## src/rtl/dma_priority_arbiter_pkg.sv

```systemverilog
// Shared configuration for the DMA priority arbiter: channel count, FSM state
// type and the bit positions of the controller command register.
package dmaRegConfigPkg;

  localparam int CHANNELS = 4;
  localparam int IDX_W    = 2;

  localparam int CMD_DISABLE_BIT  = 2;
  localparam int CMD_ROTATE_BIT   = 4;
  localparam int CMD_DREQ_LOW_BIT = 6;

  typedef enum logic [1:0] {
    IDLE      = 2'd0,
    WAIT_HLDA = 2'd1,
    SERVICE   = 2'd2
  } arbState_e;

  function automatic logic [CHANNELS-1:0] oneHot(input logic [IDX_W-1:0] idx);
    logic [CHANNELS-1:0] vec;
    vec      = '0;
    vec[idx] = 1'b1;
    return vec;
  endfunction

endpackage

```

## src/rtl/dma_priority_arbiter_encoder.sv

```systemverilog
// Combinational winner select: fixed (channel 0 highest) or rotating, where the
// search starts one past lowPtr and wraps around the channel ring.
module dma_priority_encoder #(
  parameter int CHANNELS = dmaRegConfigPkg::CHANNELS
) (
  input  logic [CHANNELS-1:0]              req_i,
  input  logic [dmaRegConfigPkg::IDX_W-1:0] lowPtr_i,
  input  logic                             rotateEn_i,
  output logic                             valid_o,
  output logic [dmaRegConfigPkg::IDX_W-1:0] index_o
);
  import dmaRegConfigPkg::*;

  logic [IDX_W-1:0] start;
  logic [IDX_W-1:0] cand;

  // Scan from lowest to highest priority so the highest-priority hit is written last.
  always_comb begin
    valid_o = 1'b0;
    index_o = '0;
    cand    = '0;
    start   = rotateEn_i ? (lowPtr_i + IDX_W'(1)) : '0;
    for (int i = CHANNELS - 1; i >= 0; i--) begin
      cand = start + IDX_W'(i);
      if (req_i[cand]) begin
        valid_o = 1'b1;
        index_o = cand;
      end
    end
  end

endmodule

```

## src/rtl/dma_priority_arbiter.sv

```systemverilog
// DMA channel arbiter: picks a requesting channel, requests the bus from the CPU
// with HRQ and acknowledges the winner with a one-hot DACK once HLDA arrives.
module dma_priority_arbiter #(
  parameter int CHANNELS = dmaRegConfigPkg::CHANNELS
) (
  input  logic                             clk_i,
  input  logic                             reset_i,
  input  logic [CHANNELS-1:0]              dreq_i,
  input  logic                             hlda_i,
  input  logic [7:0]                       commandReg_i,
  input  logic [CHANNELS-1:0]              channelMask_i,
  input  logic                             serviceDone_i,
  input  logic                             intEop_i,
  output logic                             hrq_o,
  output logic [CHANNELS-1:0]              dack_o,
  output logic [dmaRegConfigPkg::IDX_W-1:0] activeChannel_o,
  output logic                             channelActive_o
);
  import dmaRegConfigPkg::*;

  arbState_e           state_q;
  logic                hrq_q;
  logic [CHANNELS-1:0] dack_q;
  logic [IDX_W-1:0]    activeChannel_q;
  logic                channelActive_q;
  logic [IDX_W-1:0]    lowPtr_q;
  logic                latchedPol_q;
  logic                latchedRot_q;

  logic [CHANNELS-1:0] effReq;
  logic                winValid;
  logic [IDX_W-1:0]    winIdx;
  logic                ownerReqLive;
  logic                completion;

  assign effReq = (dreq_i ^ {CHANNELS{commandReg_i[CMD_DREQ_LOW_BIT]}}) & ~channelMask_i;

  // Once granted, only the latched polarity matters so register changes cannot disturb the grant.
  assign ownerReqLive = dreq_i[activeChannel_q] ^ latchedPol_q;
  assign completion   = serviceDone_i | intEop_i;

  dma_priority_encoder #(.CHANNELS(CHANNELS)) uEncoder (
    .req_i      (effReq),
    .lowPtr_i   (lowPtr_q),
    .rotateEn_i (commandReg_i[CMD_ROTATE_BIT]),
    .valid_o    (winValid),
    .index_o    (winIdx)
  );

  always_ff @(posedge clk_i) begin
    if (reset_i) begin
      state_q         <= IDLE;
      hrq_q           <= 1'b0;
      dack_q          <= '0;
      activeChannel_q <= '0;
      channelActive_q <= 1'b0;
      lowPtr_q        <= IDX_W'(CHANNELS - 1);
      latchedPol_q    <= 1'b0;
      latchedRot_q    <= 1'b0;
    end else begin
      case (state_q)
        IDLE: begin
          if (!commandReg_i[CMD_DISABLE_BIT] && winValid) begin
            state_q         <= WAIT_HLDA;
            hrq_q           <= 1'b1;
            activeChannel_q <= winIdx;
            latchedPol_q    <= commandReg_i[CMD_DREQ_LOW_BIT];
            latchedRot_q    <= commandReg_i[CMD_ROTATE_BIT];
          end
        end
        WAIT_HLDA: begin
          if (hlda_i) begin
            state_q         <= SERVICE;
            dack_q          <= oneHot(activeChannel_q);
            channelActive_q <= 1'b1;
          end else if (!ownerReqLive) begin
            state_q <= IDLE;
            hrq_q   <= 1'b0;
          end
        end
        SERVICE: begin
          // Losing the bus aborts without rotating; a real completion rotates once.
          if (!hlda_i || completion) begin
            state_q         <= IDLE;
            hrq_q           <= 1'b0;
            dack_q          <= '0;
            channelActive_q <= 1'b0;
            if (hlda_i && latchedRot_q) begin
              lowPtr_q <= activeChannel_q;
            end
          end
        end
        default: begin
          state_q         <= IDLE;
          hrq_q           <= 1'b0;
          dack_q          <= '0;
          channelActive_q <= 1'b0;
        end
      endcase
    end
  end

  assign hrq_o           = hrq_q;
  assign dack_o          = dack_q;
  assign activeChannel_o = activeChannel_q;
  assign channelActive_o = channelActive_q;

endmodule

```

## config.mk

```make
export PLATFORM = sky130hd
export DESIGN_NAME = dma_priority_arbiter
export DESIGN_NICKNAME = d
export VERILOG_FILES = /design/src/rtl/dma_priority_arbiter_pkg.sv /design/src/rtl/dma_priority_arbiter_encoder.sv /design/src/rtl/dma_priority_arbiter.sv
export SDC_FILE = /design/constraint.sdc
export NUM_CORES = 1
export LEC_CHECK = 0
export BUFFER_PORTS_ARGS = -buffer_cell sky130_fd_sc_hd__buf_2
export CAP_MARGIN = 20
export CORE_MARGIN = 2
export CORE_UTILIZATION = 36
export DETAILED_ROUTE_END_ITERATION = 16
export HOLD_SLACK_MARGIN = 0.03
export PLACE_DENSITY = 0.62
export SYNTH_ARGS = -nofsm -noshare
export SYNTH_HDL_FRONTEND = slang
export SYNTH_HIERARCHICAL = 1
export SYNTH_SLANG_ARGS = --single-unit
```

## constraint.sdc

```tcl
create_clock -name clk_i -period 2.2 [get_ports clk_i]
set_input_delay 0.44 -clock clk_i [delete_from_list [all_inputs] [get_ports clk_i]]
set_output_delay 0.44 -clock clk_i [all_outputs]
set_load 0.005 [all_outputs]
```

==> results of run 1 <==
## final cells by class
cell class                 count  area (um2)  share of cell area, %
sequential                    14       280.3                  25.72
multi-input combinational     88       604.3                  55.45
clock buffer                   3       22.52                  2.067
inverter                       4       15.01                  1.378
timing repair buffer          25       130.1                  11.94
tap                           30       37.54                  3.444
## worst max-delay path: stages
cell     delay, ps
buf_2          140
xnor2_1        130
nor2_1         300
nor2_1         110
nand2_1        100
nor4b_4        360
mux2i_1        240
nor2_1          50
## flip-flops by register name (all words and copies together), names as in the netlist
signal           cells
lowPtr_q             2
channelActive_o      1
latchedPol_q         1
latchedRot_q         1
activeChannel_o      2
state_q              2
hrq_o                1
dack_o               4
## cell families (layout without fill, tap and decap cells)
kind of cell           after synthesis  in the layout  synth area share, %
buffers and inverters               11             32                6.604
AO/OA/AOI/OAI                       27             27                18.10
AND/OR/NAND/NOR                     50             50                32.63
multiplexers                         6              6                7.662
flip-flops                          14             14                29.59
XOR/XNOR                             5              5                5.416
## synth_stat cells, types with 2 or more instances
| cell type | count |
|---|---|
| a21oi_1 | 7 |
| and2b_1 | 2 |
| buf_2 | 2 |
| buf_6 | 2 |
| dfxtp_1 | 14 |
| inv_1 | 3 |
| mux2i_1 | 5 |
| nand2_1 | 5 |
| nand3_1 | 5 |
| nand3b_1 | 3 |
| nand4_1 | 4 |
| nand4b_1 | 2 |
| nor2_1 | 14 |
| nor2b_1 | 3 |
| nor3b_1 | 4 |
| o211ai_1 | 6 |
| o21ai_0 | 7 |
| xnor2_1 | 4 |
## where the power goes
part           internal [W]  switching [W]
combinational     0.0000730      0.0000690
clock             0.0000634      0.0000767
sequential         0.000267      0.0000216
total              0.000404       0.000167
## through the flow
step	hold WS, ps	worst slack, ps	total power, W	area (um2)
2_1_floorplan	464.5	350.9	0.0003902	947.2
3_3_place_gp	474.8	216.7	0.0004351	1067
3_5_place_dp	482.6	201.4	0.0004375	1067
4_1_cts	474.9	492.1	0.0005815	1090
5_1_grt	483.3	291.3	0.0006157	1090
6_report	486.7	504.1	0.0005709	1090
## routing by layer
| metal | routed length (um) | track usage (%) | vias to the layer above | part of all wire [%] |
|---|---|---|---|---|
| met5 | 0 | 0 | - | 0 |
| met3 | 103 | 2.810 | 4 | 4.9 |
| li1 | - | - | 462 | - |
| met4 | 40 | 7.666 | 0 | 1.9 |
| met2 | 971 | 24.15 | 27 | 46 |
| met1 | 978 | 18.04 | 420 | 47 |
## cells in the final DEF, fill, tap and decap left out, drive strengths merged, types with 3 or more instances in the layout
master  instances
xnor2           5
nor2           14
nor2b           3
nand4           4
nand3b          3
buf            25
a21oi           7
nand3           5
nor3b           4
o211ai          7
nand2           5
mux2i           5
inv             3
o21ai           8
dfxtp          14
clkbuf          3
## worst max-delay path by stage
stage                                from                              end  cells past startpoint
after global routing      commandReg_i[6]        latchedRot_q$_SDFFE_PP0P_                      8
after detailed placement  commandReg_i[6]        latchedRot_q$_SDFFE_PP0P_                      8
after CTS                 commandReg_i[6]        latchedRot_q$_SDFFE_PP0P_                      8
final                     commandReg_i[6]        latchedRot_q$_SDFFE_PP0P_                      8
after floorplan           commandReg_i[6]  activeChannel_o[0]$_SDFFE_PP0P_                      8
after global placement    commandReg_i[6]        latchedRot_q$_SDFFE_PP0P_                      8
==> results.md, run 1 <==
- The flow ran to the end, and the final reports show no timing, DRC or antenna violations.
- The final count of hold timing violations was 0.
- In this run the critical register-to-register path is captured at hrq_o$_SDFFE_PP0P_.
- Counting I/O delays and the setup requirement, the final critical path takes between 1500 and 2000 ps.
- The largest fanout on the critical path is 6.
- Dividing the detail-routed via count by the number of cells gives approximately 5.6.
- The required time at the worst-slack endpoint is approximately 2400 ps.
- The worst endpoint data arrival time is ~1900 ps.
- The number of slew-limit violations in the final report is 0.
- The fraction of layout instances using a drive strength above 1 is a little under a quarter.
- The finished layout holds 164 standard cells, fillers aside.
- The area enclosed by the die boundary is roughly 3100 um2.
- Counting every sink on the clock net gives 14.
- The min-delay analysis places its worst path in the category input pin to flip-flop.
- The count of hold-fix buffers inserted at cts is 0.
- The worst slew slack as a fraction of its limit is 54.98%.
- Detailed routing inserted a total of between 900 and 1,000 vias.
- The number of global-route vias before repair is ~840.
- The CTS tree is yes.
- The initial cell density of the core is 38.23%.
- The leading register cell type out of synthesis is dfxtp_1.
- Setup violations remaining at the end of the flow were counted as 0.
- The repair_antennas step left the layout with diodes totalling 0.
- The total negative slack for setup checks is 0 ps.
- Yosys mapped a number of flops with a built-in enable equal to 0.
- Setup repair after global routing left no endpoint under its margin.
- The global router's overall resource usage is 14.68%.
- After detailed routing, the average wire length per cell comes to about 13 um.
- The placeable core area is ~2500 um2.
- The number of clock buffers added by TritonCTS is 3.
- Once placement completed, the tool counted placed cells totaling ~160.
- Static timing analysis puts the maximum clock frequency at 0.5897 GHz.
- The width of the chip is approximately 55 um.
- Entering global routing, the biggest net connects 14 pins.
- The number of ports placed on the die boundary is 29.
- The depth of the worst hold-timing path is 4.
- After detailed routing, the number of remaining DRC violations is 0.
- Across the run, the number of max-cap violations was 0.
- The floorplan step set the die height to 55.30 um.
- The leading area contributor after synthesis is dfxtp_1.
- In this run the register-to-register setup slack is roughly 700 ps.
- The floorplan has 18 rows.
- Clock-pin slew was measured on the worst setup and hold paths at ~80 ps.
- The placer congestion estimate is between 0.7 and 0.8.
- The clock arrives with 2.397 ps of skew.
- The start of the worst register-to-register path is activeChannel_o[1]$_SDFFE_PP0P_.
- The number of nets produced by synthesis is roughly 130.
- The kind of start point of the critical path is an input pin.
- The maximum buffer depth of the clock tree is 2.
- The post-synthesis sequential area ratio is between 20% and 30%.
- The type of the worst setup path is input pin to flip-flop.
- Counting the fill cells in the layout gives around 280.
- The final layout contains approximately 160 nets.
- The routed design has around 2100 um of wire.
- The Yosys step of the flow raised 6 warnings.
- During placement, the flow inserted port buffers numbering 23.
- The worst hold path terminates at state_q[0]$_SDFFE_PP0P_.
- Synthesis produced 113 cells.
- The number of nets with antenna violations after routing is 0.
- The mapped netlist covers between 900 and 1000 um2.
- The cell depth of the worst flop-to-flop path is 3.
- The type of destination of the critical path is a flip-flop.
- The area growth from synthesis to layout is 15.06%.
- For the pin with the worst max-slew slack, the measured transition is just under 700 ps.
- Summed over all nets, the half-perimeter wirelength after detailed placement is 1588 um.
- By area the synthesized netlist is led by dfxtp_1 30%, nor2_1 5.5%, mux2i_1 5.3%.
- The number of antenna violations at the first check in global routing is 0.
- In this run the clock root is driven by a clkbuf_4.
- In the synthesized netlist the async set-or-reset flop fraction comes to 0%.
- The peak supply drop is 0.2743 mV.
- The H-tree depth is 1.
- The count of different cell masters after synthesis is 39.
- The count of state elements after synthesis is 14.
- For this design the ratio of total power to cell area is 523.9 nW/um2.
- The startpoint of the lowest-slack hold path is commandReg_i[2].
- The number of DRC violations after detailed-routing iteration 0 is 15.
- The first global-routing pass estimated around 3600 um of wire.
- Clock latency on the worst-skew pair, taken at its later pin, is ~270 ps.
- The number of post-CTS setup repair buffers is 0.
- After synthesis, the largest area contributor takes up between 20% and 30% of total cell area.
- The period utilization is approximately 77%.
- The end-of-flow core utilization is a little over two fifths.
- The total overflow left after global routing is 0.
- The post-cts resize count is 0.
- The average footprint of a synthesized cell is 8.382 um2.
- The cell leakage power is between 0.4 and 0.5 nW.
- For this run, the detailed router's first-pass iteration total came to 4.
Power figures use the tool's default switching activity.
==> run 2: changes to the inputs <==
==> constraint.sdc (replaced) <==
create_clock -name clk_i -period 1.66 [get_ports clk_i]
set_input_delay 0.332 -clock clk_i [delete_from_list [all_inputs] [get_ports clk_i]]
set_output_delay 0.332 -clock clk_i [all_outputs]
set_load 0.005 [all_outputs]
==> run 2 against run 1 <==
  * Utilization grew 2.4 points
  * Register-to-register slack lost 500 ps
  * Sequential power grew 32%
  * Count of clock-buffer cells in the layout is the same
  * First-iteration DRC count grew 87%
  * Critical path depth shrank 5
  * Clock skew shrank 0.67 ps
  * Largest cell class unchanged
  * Via count grew 5.1%
  * Sequential cell count is the same
  * Global-route usage grew 1.5 points
  * Wire length grew 9.6%
==> results.md, run 2 (same netlist as run 1, synthesis figures left out) <==
- The number of port buffers is 23.
- The first-pass iteration count of the detailed router is 4.
- STA classifies the critical path endpoint as a flip-flop.
- Broken down by cell family, the worst path's largest delay share belongs to flip-flops.
- The library cell used as clock root buffer is clkbuf_4.
- The path type of the worst min-delay path is input pin to flip-flop.
- The clock slew seen by the registers of the worst setup and hold paths is approximately 80 ps.
- Counting both buffers and inverters, the worst setup path holds a total of 1.
- The register with the most flip-flops in the layout has 4 of them.
- The setup slack after layout is between 200 and 250 ps.
- The routed wire length is 2293 um.
- The number of slew-limit violations in the final report is 0.
- The flow ran to the end, and the final reports show no timing, DRC or antenna violations.
- The placer congestion estimate is around 0.8.
- The routed length per placed instance is ~13 um.
- The global router's overall resource usage is between 10% and 20%.
- Summed over all cells, the static leakage comes to between 0.4 and 0.5 nW.
- Based on the critical path, the design can be clocked at up to ~0.69 GHz.
- The design draws 0.0007959 W.
- In the final layout, the share of cells above drive strength 1 is a little under a third.
- The count of final setup violators is 0.
- Setup repair after global routing left no endpoint under its margin.
- For this configuration, the core starts out at a cell density of a little under two fifths.
- The shortest period the worst path allows is about 1500 ps.
- Data on the critical path is required at its endpoint by 1900 ps.
- The worst clock skew is about 1.7 ps.
- The delay of the slowest critical-path stage is approximately 560 ps.
- The number of post-CTS setup repair buffers is 0.
- The final routed DRC violation total is 0.
- Headroom to the max-slew limit came out at a little under three quarters.
- The number of global-route vias before repair is 860.
- The region available for standard cell placement spans 2477 um2.
- The number of ports placed on the die boundary is 29.
- The area growth from synthesis to layout is 21.27%.
- The routing usage on met3 is 2.576%.
- Of all nets on the critical path, the largest fanout is 10.
- For this run, global-route usage on met2 was measured as between 20% and 30%.
- The die is 55.30 um tall.
- The routed layout has 960 vias.
- In this run the horizontal extent of the chip is ~55 um.
- For the pin with the worst max-slew slack, the measured transition is roughly 430 ps.
- STA puts the critical path data arrival time at 1700 ps.
- Of the available clock period, the critical path in the final layout requires approximately 90%.
- In this run the most used layer during global routing was met2.
- The number of antenna violations at the first check in global routing is 0.
- The post-placement worst setup slack is -50.31 ps.
- The fraction of met1 tracks used by global routing is around 20%.
- In this run, CTS created clock tree buffers numbering 3.
- The number of hold buffers added after CTS was 0.
- In this run the number of H-tree levels came out at 1.
- The number of nets with antenna violations after routing is 0.
- Fill cells in the final layout number 259.
- The worst setup path is of the flip-flop to flip-flop kind.
- Entering global routing, the biggest net connects 14 pins.
- The cell area power density is about 700 nW/um2.
- Walking the worst path, the cells encountered are clkinvlp_4 > nor4_1 > o211a_1.
- For this run the aggregate overflow at the end of global routing stands at 0.
- The final count of hold timing violations was 0.
- The final layout contains between 150 and 200 nets.
- The maximum buffer depth of the clock tree is 2.
- 0 antenna diodes ended up in the layout.
- The peak supply drop is around 0.52 mV.
- For this design, the slowest cell found on the critical path is dfxtp_1.
- Clock latency on the worst-skew pair, taken at its later pin, is approximately 290 ps.
- Max-cap violations in this run came to 0.
- For this design, the sink count on the clock tree is 14.
- The area enclosed by the die boundary is around 3100 um2.
- The HPWL reported at the end of detailed placement is roughly 1700 um.
- Leaving out fill and tap cells, the most frequent cell in the layout is buf_2.
- The top cell types in the final layout, fill and taps aside, are 23 x buf_2, 14 x dfxtp_1, 10 x nor2_1.
- The average vias per placed instance is between 5 and 6.
- The kind of start point of the critical path is a flip-flop.
- TritonCTS built the clock tree.
- The initialized floorplan defines 18 standard-cell rows.
- The global-route wire length before repair is approximately 4000 um.
- The number of DRC violations after detailed-routing iteration 0 is 28.
-- run 2: changes by cell type in the layout (fill, tap and decap cells not counted), sizes merged --
cell      delta
buf          +6
clkinv       -1
clkinvlp     +1
-- run 2: final cells by class --
class	count	area (um2)	area share, %
multi-input cells	88	614.3	53.49
clock buffers	3	22.52	1.961
inverters	4	18.77	1.634
repair buffers	31	175.2	15.25
well taps	30	37.54	3.268
flip-flops and latches	14	280.3	24.40
-- run 2: per-layer routing --
layer	share of wire, %	vias up	wire (um)
met3	6.1	5	141
met1	45	442	1023
li1	-	472	-
met2	47	41	1079
met4	2.1	0	48
met5	0	-	0
-- run 2: repair_timing --
action                                  CTS  global route
endpoints found under the hold margin     0             0
gates resized for setup                   0             1
endpoints found under the setup margin    0             1
-- run 2: where the power goes --
part / internal (W) / switching, W / total, W
registers: 0.000354 / 0.0000269 / 0.000381
logic: 0.000111 / 0.000103 / 0.000214
clock network: 0.0000845 / 0.000116 / 0.000201
total: 0.000550 / 0.000246 / 0.000796
-- run 2: final timing paths --
path                      startpoint                 endpoint  cells after the start  slack (ps)
min reg2reg   dack_o[0]$_SDFFE_PP0P_   dack_o[0]$_SDFFE_PP0P_                      2         500
max          state_q[1]$_SDFFE_PP0P_  state_q[1]$_SDFFE_PP0P_                      3         200
max reg2reg  state_q[1]$_SDFFE_PP0P_  state_q[1]$_SDFFE_PP0P_                      3         200
min                  commandReg_i[2]  state_q[0]$_SDFFE_PP0P_                      4         350
-- run 2: worst min-delay path, delay by kind of cell --
| kind | cells | cell delay, ps |
|---|---|---|
| buffers and inverters | 1 | 110 |
| and+or+nand+nor | 2 | 110 |
| AOI/OAI and AO/OA | 1 | 50 |
-- run 2: per-stage QoR --
step                hold slack, ps  std cells  TNS [ps]  utilization (%)  cell area (um2)
CTS                          351.1        170         0            46.21             1145
detailed placement           481.9        167    -124.6            45.30             1122
global route                 363.1        170         0            46.36             1149
global placement             475.1        167    -8.623            45.30             1122
finish                       351.7        170         0            46.36             1149
floorplan                    464.5        113         0                -            958.4
